--- config.mk ---
export PLATFORM = sky130hd
export DESIGN_NAME = sd_clk_generator
export DESIGN_NICKNAME = d
export VERILOG_FILES = /design/src/rtl/sd_clk_generator_pkg.sv /design/src/rtl/sd_clk_generator_half_period_counter.sv /design/src/rtl/sd_clk_generator.sv
export SDC_FILE = /design/constraint.sdc
export NUM_CORES = 1
export LEC_CHECK = 0
export ABC_AREA = 0
export ABC_CLOCK_PERIOD_IN_PS = 9710
export CAP_MARGIN = 0
export CORE_ASPECT_RATIO = 0.6
export CORE_MARGIN = 3
export CORE_UTILIZATION = 45
export CTS_BUF_LIST = sky130_fd_sc_hd__clkbuf_8
export CTS_CLUSTER_DIAMETER = 50
export CTS_CLUSTER_SIZE = 30
export DETAILED_ROUTE_END_ITERATION = 10
export PLACE_DENSITY = 0.72
export SLEW_MARGIN = 25
export SYNTH_ARGS = -nofsm -noshare
export SYNTH_HDL_FRONTEND = slang
export SYNTH_SLANG_ARGS = --single-unit
--- constraint.sdc ---
create_clock -name clk -period 9.71 [get_ports clk]
set_input_delay 1.4565 -clock clk [delete_from_list [all_inputs] [get_ports clk]]
set_output_delay 1.4565 -clock clk [all_outputs]
set_load 0.01 [all_outputs]
--- src/rtl/sd_clk_generator_pkg.sv ---
// Shared constants and state encoding for the SD host clock generator.
package sd_clk_generator_pkg;

  localparam int unsigned SD_CW            = 16;
  localparam int unsigned SD_ICW           = 7;
  localparam int unsigned SD_DEFAULT_COUNT = 125;
  localparam int unsigned SD_INIT_CYCLES   = 80;

  typedef enum logic [1:0] {
    ST_IDLE = 2'd0,
    ST_RUN  = 2'd1,
    ST_INIT = 2'd2
  } sd_clk_state_e;

endpackage

--- src/rtl/sd_clk_generator_half_period_counter.sv ---
// Flags the last clk cycle of an sd_clk half period.
module sd_clk_generator_half_period_counter #(
  parameter int unsigned CW = 16
) (
  input  logic [CW-1:0] cnt,
  input  logic          clear,
  input  logic [CW-1:0] div,
  output logic          boundary_c
);

  assign boundary_c = !clear && (cnt == (div - CW'(1)));

endmodule

--- src/rtl/sd_clk_generator.sv ---
// SD card clock generator: divided sd_clk, rise/fall strobes and the power-up init burst.
module sd_clk_generator
  import sd_clk_generator_pkg::*;
#(
  parameter int unsigned   CW            = SD_CW,
  parameter logic [CW-1:0] DEFAULT_COUNT = CW'(SD_DEFAULT_COUNT),
  parameter int unsigned   INIT_CYCLES   = SD_INIT_CYCLES
) (
  input  logic          clk,
  input  logic          reset,
  input  logic          load,
  input  logic [CW-1:0] count,
  input  logic          clk_en,
  input  logic          init_start,
  output logic          sd_clk,
  output logic          sd_rise,
  output logic          sd_fall,
  output logic          running,
  output logic          init_done,
  output logic          err
);

  localparam int unsigned    ICW       = SD_ICW;
  localparam logic [ICW-1:0] INIT_LAST = ICW'(INIT_CYCLES);

  sd_clk_state_e   state;
  sd_clk_state_e   state_next;
  logic [CW-1:0]   div_reg;
  logic [CW-1:0]   act_div;
  logic [CW-1:0]   cnt;
  logic [ICW-1:0]  icnt;

  logic            div_load_c;
  logic [CW-1:0]   div_next_c;
  logic            boundary_c;
  logic            toggle_c;

  logic            sd_clk_d;
  logic            sd_rise_d;
  logic            sd_fall_d;
  logic            running_d;
  logic            init_done_d;
  logic            err_d;
  logic [CW-1:0]   cnt_d;
  logic [ICW-1:0]  icnt_d;
  logic [CW-1:0]   act_div_d;

  assign div_load_c = load && (count != '0);
  assign div_next_c = div_load_c ? count : div_reg;

  sd_clk_generator_half_period_counter #(.CW(CW)) u_half_period (
    .cnt        (cnt),
    .clear      (state == ST_IDLE),
    .div        (act_div),
    .boundary_c (boundary_c)
  );

  // State register
  always_ff @(posedge clk) begin
    if (reset) state <= ST_IDLE;
    else       state <= state_next;
  end

  // Next-state logic; init_start always wins
  always_comb begin
    state_next = state;
    case (state)
      ST_IDLE: begin
        if (init_start)  state_next = ST_INIT;
        else if (clk_en) state_next = ST_RUN;
      end
      ST_RUN: begin
        if (init_start)                     state_next = ST_INIT;
        else if (!clk_en && !sd_clk)        state_next = ST_IDLE;
        else if (!clk_en && boundary_c)     state_next = ST_IDLE;
      end
      ST_INIT: begin
        if (!init_start && boundary_c && sd_clk && (icnt == INIT_LAST))
          state_next = clk_en ? ST_RUN : ST_IDLE;
      end
      default: state_next = ST_IDLE;
    endcase
  end

  // Next values of the clock, strobes and counters
  always_comb begin
    toggle_c    = boundary_c && !((state_next == ST_IDLE) && !sd_clk);
    sd_clk_d    = sd_clk ^ toggle_c;
    sd_rise_d   = toggle_c && !sd_clk;
    sd_fall_d   = toggle_c && sd_clk;
    running_d   = (state_next != ST_IDLE);
    err_d       = load && (count == '0);
    cnt_d       = cnt + CW'(1);
    icnt_d      = icnt;
    init_done_d = init_done;
    act_div_d   = act_div;

    if ((state_next == ST_IDLE) || (state == ST_IDLE) || boundary_c) cnt_d = '0;

    // New divisor only takes effect at a phase boundary, never mid-phase
    if (boundary_c || (state == ST_IDLE)) act_div_d = div_next_c;

    if (init_start)                                  icnt_d = '0;
    else if ((state == ST_INIT) && sd_rise_d)        icnt_d = icnt + ICW'(1);

    if (init_start)                                  init_done_d = 1'b0;
    else if ((state == ST_INIT) && (icnt == INIT_LAST)) init_done_d = 1'b1;
  end

  // Datapath and output registers
  always_ff @(posedge clk) begin
    if (reset) begin
      div_reg   <= DEFAULT_COUNT;
      act_div   <= DEFAULT_COUNT;
      cnt       <= '0;
      icnt      <= '0;
      sd_clk    <= 1'b0;
      sd_rise   <= 1'b0;
      sd_fall   <= 1'b0;
      running   <= 1'b0;
      init_done <= 1'b0;
      err       <= 1'b0;
    end else begin
      if (div_load_c) div_reg <= count;
      act_div   <= act_div_d;
      cnt       <= cnt_d;
      icnt      <= icnt_d;
      sd_clk    <= sd_clk_d;
      sd_rise   <= sd_rise_d;
      sd_fall   <= sd_fall_d;
      running   <= running_d;
      init_done <= init_done_d;
      err       <= err_d;
    end
  end

endmodule

* Yosys cells after proc, flatten, opt, wreduce, memory -nomap -nowiden
Index checks and enable logic that the tools add are counted.
** Operators by class
- Bitwise logic cells :: 1
- Shifts and indexed selects :: 0
- Divide/modulo/power cells :: 0
- $lt $le $gt $ge :: 0
- Multipliers :: 0
- Reduce and logical (&&, ||, !) cells :: 29
- Muxes and demuxes :: 9
- Eq/ne operators :: 4
- Add/subtract/negate cells :: 3
** Operators with widths (count)
- 16-bit by 1-bit adder with 16-bit output, second input constant :: 1
- 16-bit == test :: 1
- 16-bit logical NOT :: 1
- 16-bit 2-to-1 mux :: 1
- 16-bit nonzero test :: 1
- 16-bit by 1-bit subtractor with 16-bit output, second input constant :: 1
- 1-bit logical AND :: 14
- 2-bit 2-to-1 mux :: 6
- 7-bit by 1-bit adder with 7-bit output, second input constant :: 1
- 7-bit == test, second input constant :: 1
- 2-bit one-hot mux with 3 select lines :: 1
- 1-bit logical NOT :: 5
- 2-bit logical NOT :: 2
- 2-bit OR reduction :: 2
- 1-bit logical OR :: 3
- 2-bit by 1-bit == test with 1-bit output, second input constant :: 1
- 2-bit == test, second input constant :: 1
- 2-bit nonzero test :: 1
- 1-bit 2-to-1 mux :: 1
- 1-bit XOR :: 1
** Storage, ports and cells
- Input port bits :: 21
- Logic and storage cells :: 57
- Output and inout bits :: 6
- RAM bits :: 0
- Bits in latches :: 0
- Memories kept :: 0
- Bits in registers :: 63
- Memory bits (read-only) :: 0

* Longest topological paths before layout
- Depth in word-level cells :: 14
- Mapped depth :: 17
- Mapped depth without buffers :: 16

* Modules after synthesis
A second synthesis with hierarchy kept.
** Unflattened totals
- Cells, all modules :: 340
- Area, all modules :: 3084.2 um^2
** Modules (own cells, without submodules)
- sd_clk_generator :: times used 1, seq. area each 1261.2 um^2, area each 2522.4 um^2, cells each 268
- sd_clk_generator_half_period_counter :: times used 1, seq. area each 0.0 um^2, area each 561.8 um^2, cells each 72

* Least setup slack after synthesis
No wires, ideal clock.
- Kind :: register to register
- From :: register act_div[0]
- To :: register icnt[5]
- Period minus slack after synthesis :: 3.702 ns
- Arrival :: 3.577 ns
- Required time :: 9.586 ns
- Stages on the path, launching flop included :: 18
- Buffers on the path :: 1
- Setup slack :: 6.008 ns
- Setup time :: 0.124 ns
- Cells stage by stage :: dfxtp_1 > inv_1 > ha_1 > or4bb_1 > a211o_1 > a2111o_1 > nor3_2 > nand4_1 > or4_4 > nor2_1 > ha_1 > and2_1 > clkbuf_1 > nand2_1 > nor3_1 > nand3_1 > xor2_1 > nor2_1
** On the way
- Word-level cells in the longest chain between the ends :: 14
- Elaborated cells between the ends (all ways) :: 18
- Those cells by class :: 1 x add/sub; 1 x eq/ne; 5 x mux; 11 x reduce/logical
** RTL lines
- start: declaration :: RTL line sd_clk_generator.sv:29 : logic [CW-1:0] act_div;
- start signal: assignment :: RTL line sd_clk_generator.sv:125 : act_div <= act_div_d;
- 16-bit by 1-bit subtractor with 16-bit output (*) :: RTL line sd_clk_generator_half_period_counter.sv:11 : assign boundary_c = !clear && (cnt == (div - CW'(1)));
- 16-bit == test (*) :: RTL line sd_clk_generator_half_period_counter.sv:11
- 1-bit logical AND (*) :: RTL line sd_clk_generator_half_period_counter.sv:11
- 1-bit logical AND (on tied branches) :: RTL line sd_clk_generator.sv:75, sd_clk_generator.sv:78
- 2-bit 2-to-1 mux / 1-bit logical AND (equally long branches) :: RTL line sd_clk_generator.sv:75, sd_clk_generator.sv:78
- 2-bit 2-to-1 mux / 1-bit logical AND (equally long branches) :: RTL line sd_clk_generator.sv:74, sd_clk_generator.sv:78
- 2-bit 2-to-1 mux (on tied branches) :: RTL line sd_clk_generator.sv:73, sd_clk_generator.sv:78
- 2-bit one-hot mux with 3 select lines :: RTL line sd_clk_generator.sv:67 : case (state)
- 2-bit logical NOT :: RTL line sd_clk_generator.sv:87 : toggle_c = boundary_c && !((state_next == ST_IDLE) && !sd_clk);
- 1-bit logical AND :: RTL line sd_clk_generator.sv:87
- 1-bit logical NOT :: RTL line sd_clk_generator.sv:87
- 1-bit logical AND (*) :: RTL line sd_clk_generator.sv:87
- 1-bit logical AND (*) :: RTL line sd_clk_generator.sv:89 : sd_rise_d = toggle_c && !sd_clk;
- net sd_rise_d :: RTL line sd_clk_generator.sv:39 : logic sd_rise_d;
- 1-bit logical AND (*) :: RTL line sd_clk_generator.sv:104 : else if ((state == ST_INIT) && sd_rise_d) icnt_d = icnt + ICW'(1);
- end signal: assignment :: RTL line sd_clk_generator.sv:127 : icnt <= icnt_d;
- end: declaration :: RTL line sd_clk_generator.sv:31 : logic [ICW-1:0] icnt;
The timed path passes the listed nets; every way through them passes the cells marked *.
A chain may end at the register's enable or synchronous reset.

* Final worst setup path
Same ends and word-level chain as after synthesis.

==> impl_metrics.yaml <==
run:
  max-cap-violations: 0
drt:
  postRouteAntennaNets: 0
  drc: 0
  dr.first_iter.drc_count: 184
  first_pass_iters: 4
  viasPerCell: 5.33
  wire_per_inst_um: 13.9
  wirelength_um: 6520
  vias: 2500
synthesis:
  synth_seq_area_share_pct: 41.8
  syn-num-nets: 381
  syn_area_um2: 3020
  synthCells: 355
  ys_ff_latch: 63
  ys_types: 49
  synth-edff-count: 0
  synth-main-ff-cell: "dfxtp_1"
  yosysWarnings: 0
  async_flop_share_pct: 0
  syn_area_per_cell_um2: 8.49
finish:
  syn2layout_area_growth_pct: 17.8
  diodes: 0
  fin_nets: 406
  drive_above_1_share_pct: 8.05
  design_area_um2: 3550
  fin_cells: 469
setup_path:
  worstPathMaxFanout: 6
  worst_path_largest_cell_delay_ns: 0.60
  critPathBufInv: 0
  critPathLaunchType: "flip-flop"
  end_kind: "flip-flop"
  path_delay_family: "simple AND/OR/NAND/NOR gates"
  path_class: "reg -> reg"
  cpMaxStageDelayCell: "or4_4"
  worst_ep_required_time_ns: 9.93
  cp_cell_sequence: "or4_4, nor4_1, o21ai_0, a211oi_1, nand2_1, or4_4, nor2_1, ha_1, and2_1, nand2_1, nor3_1, nand3_1, xor2_1, nor2_1"
  critPathArrivalTime_ns: 4.32
clock_network:
  post-cts-setup-buffer-count: 0
  root_buffer: "clkbuf_8"
  clkTransAtPathRegs_ns: 0.07
  cts_tree: "done"
  cts_resized: 0
  cts_buffers: 9
  clock_latency_ns: 0.34
  clkSinkCount: 63
  cts_hold_buf: 0
  htree_levels: 3
  clk_path_buf_depth: 2
global_route:
  antenna_found_initial: 0
  grt.total_usage_pct: 17.8
  grt_max_degree: 32
  grt_remaining_overflow: 0
  grt_pass1_vias: 2283
  grt_pass1_wl_um: 11100
placement:
  pre_cts_ws_ns: 5.71
  dpl.hpwl_um: 4940
  dp_cells: 452
  gp_congestion: 0.861
  port_buffers: 26
  postPlaceCellArea_um2: 3350
die:
  initial_core_util_pct: 47.8
  die_y_um: 69.4
  core_area_um2: 6300
  die_area_um2: 7750
  fp.dieW_um: 112
  rows: 22
  ios: 27
power:
  p_comb_share_pct: 10.8
  clock_power_share_pct: 39.1
  ir_worst_vdd_uv: 81.7
  power_density_nw_per_um2: 158
  swShare_pct: 25.0
  p_seq_share_pct: 50.1
  internal_power_uw: 420
  leakagePower_uw: 0.00127
  power.switching_uw: 140
timing:
  fin_crit_sh_pct: 42.1
  period_minus_slack_ns: 4.09
  setup_viol: 0
  hold_violations: 0
  max_clock_freq_mhz: 244
  hold_slack_ns: 0.471
  skew_ns: 0.00950
  slew_violations: 0
  tightest_slew_ns: 0.758
  fin_ws_ns: 5.62
  rsz0062_at_grt: "no"
  finalSetupTns_ns: 0
  max_slew_margin_pct: 49.4
worst_hold_path:
  hp-class: "reg -> reg"
outcome:
  status: "finished, final reports clean"
## cells in the final DEF, fill, tap and decap left out, types with 3 or more instances in the layout
| master | n |
|---|---|
| a211o_1 | 3 |
| a21oi_1 | 13 |
| a41oi_1 | 4 |
| and3_1 | 3 |
| clkbuf_8 | 10 |
| clkdlybuf4s50_1 | 26 |
| clkinv_2 | 3 |
| dfxtp_1 | 63 |
| ha_1 | 5 |
| inv_1 | 12 |
| mux2i_1 | 13 |
| nand2_1 | 41 |
| nand3_1 | 14 |
| nand4_1 | 5 |
| nor2_1 | 48 |
| nor2b_1 | 3 |
| nor3_1 | 10 |
| nor3b_1 | 4 |
| nor4_1 | 8 |
| o21ai_0 | 15 |
| or2_2 | 6 |
| or3_1 | 3 |
| xnor2_1 | 24 |
| xor2_1 | 13 |
## cell families (layout without fill, tap and decap cells)
group	after synthesis	count (layout)	synth area share (%)
AND/OR/NAND/NOR	163	163	26.8
AO/OA/AOI/OAI	46	46	9.75
multiplexers	16	16	5.56
XOR/XNOR	37	37	10.7
buffers and inverters	25	55	3.19
adder cells (fa/ha/maj)	5	5	2.07
flip-flops	63	63	41.8
## routing by layer
| layer | track usage, % | part of all wire [%] |
|---|---|---|
| met3 | 6.45 | 6.5 |
| met2 | 23.4 | 40 |
| met4 | 5.26 | 0.71 |
| met1 | 26.7 | 53 |
| met5 | 0 | 0 |
## worst reg2reg max path: stages, from the launching register on
cell	delay (ns)
dfxtp_1	0.37
or4_4	0.60
nor4_1	0.60
o21ai_0	0.23
a211oi_1	0.25
nand2_1	0.16
or4_4	0.58
nor2_1	0.12
ha_1	0.15
and2_1	0.24
nand2_1	0.09
nor3_1	0.25
nand3_1	0.13
xor2_1	0.14
nor2_1	0.05
## final cells by class
cell class	count	area (µm²)
flip-flops and latches	63	1260
well taps	84	105
multi-input cells	267	1670
inverters	11	41.3
repair buffers	28	283
clock inverters	6	52.6
clock buffers	10	138
fillers	569	2750
## through the flow
stage               utilization (%)  total power (µW)
global placement               53.1               343
CTS                            56.1               563
finish                         56.4               560
global route                   56.4               589
floorplan                         -               322
detailed placement             53.1               344
## power groups by stage
stage	Combinational, µW	Clock (µW)	Sequential, µW
floorplan	40.3	0	282
global placement	57.7	0	285
detailed placement	58.6	0	286
CTS	58.8	225	280
global route	67.5	239	282
finish	60.6	219	280
## synth_stat cells, drive strengths merged (8+ instances only)
cell type  instances  share of area [%]
dfxtp             63                 42
nor2              48                6.0
nand2             41                5.1
xnor2             24                7.0
o21ai             15                2.5
nand3             14                2.3
a21oi             13                2.2
mux2i             13                4.3
xor2              13                3.8
clkbuf            11                1.4
nor3              11                2.0
inv               10                1.2
nor4               8                1.7
## final timing paths
path	slack, ns	to	from	depth (start not counted)
worst min register to register	0.47	div_reg[7]$_SDFF_PP0_	div_reg[7]$_SDFF_PP0_	2
worst min-delay path	0.47	div_reg[7]$_SDFF_PP0_	div_reg[7]$_SDFF_PP0_	2
worst max-delay path	5.62	icnt[5]$_SDFFE_PP0P_	act_div[0]$_SDFFE_PP1P_	14
worst max register to register	5.62	icnt[5]$_SDFFE_PP0P_	act_div[0]$_SDFFE_PP1P_	14
(Power assumes the default switching activity.)
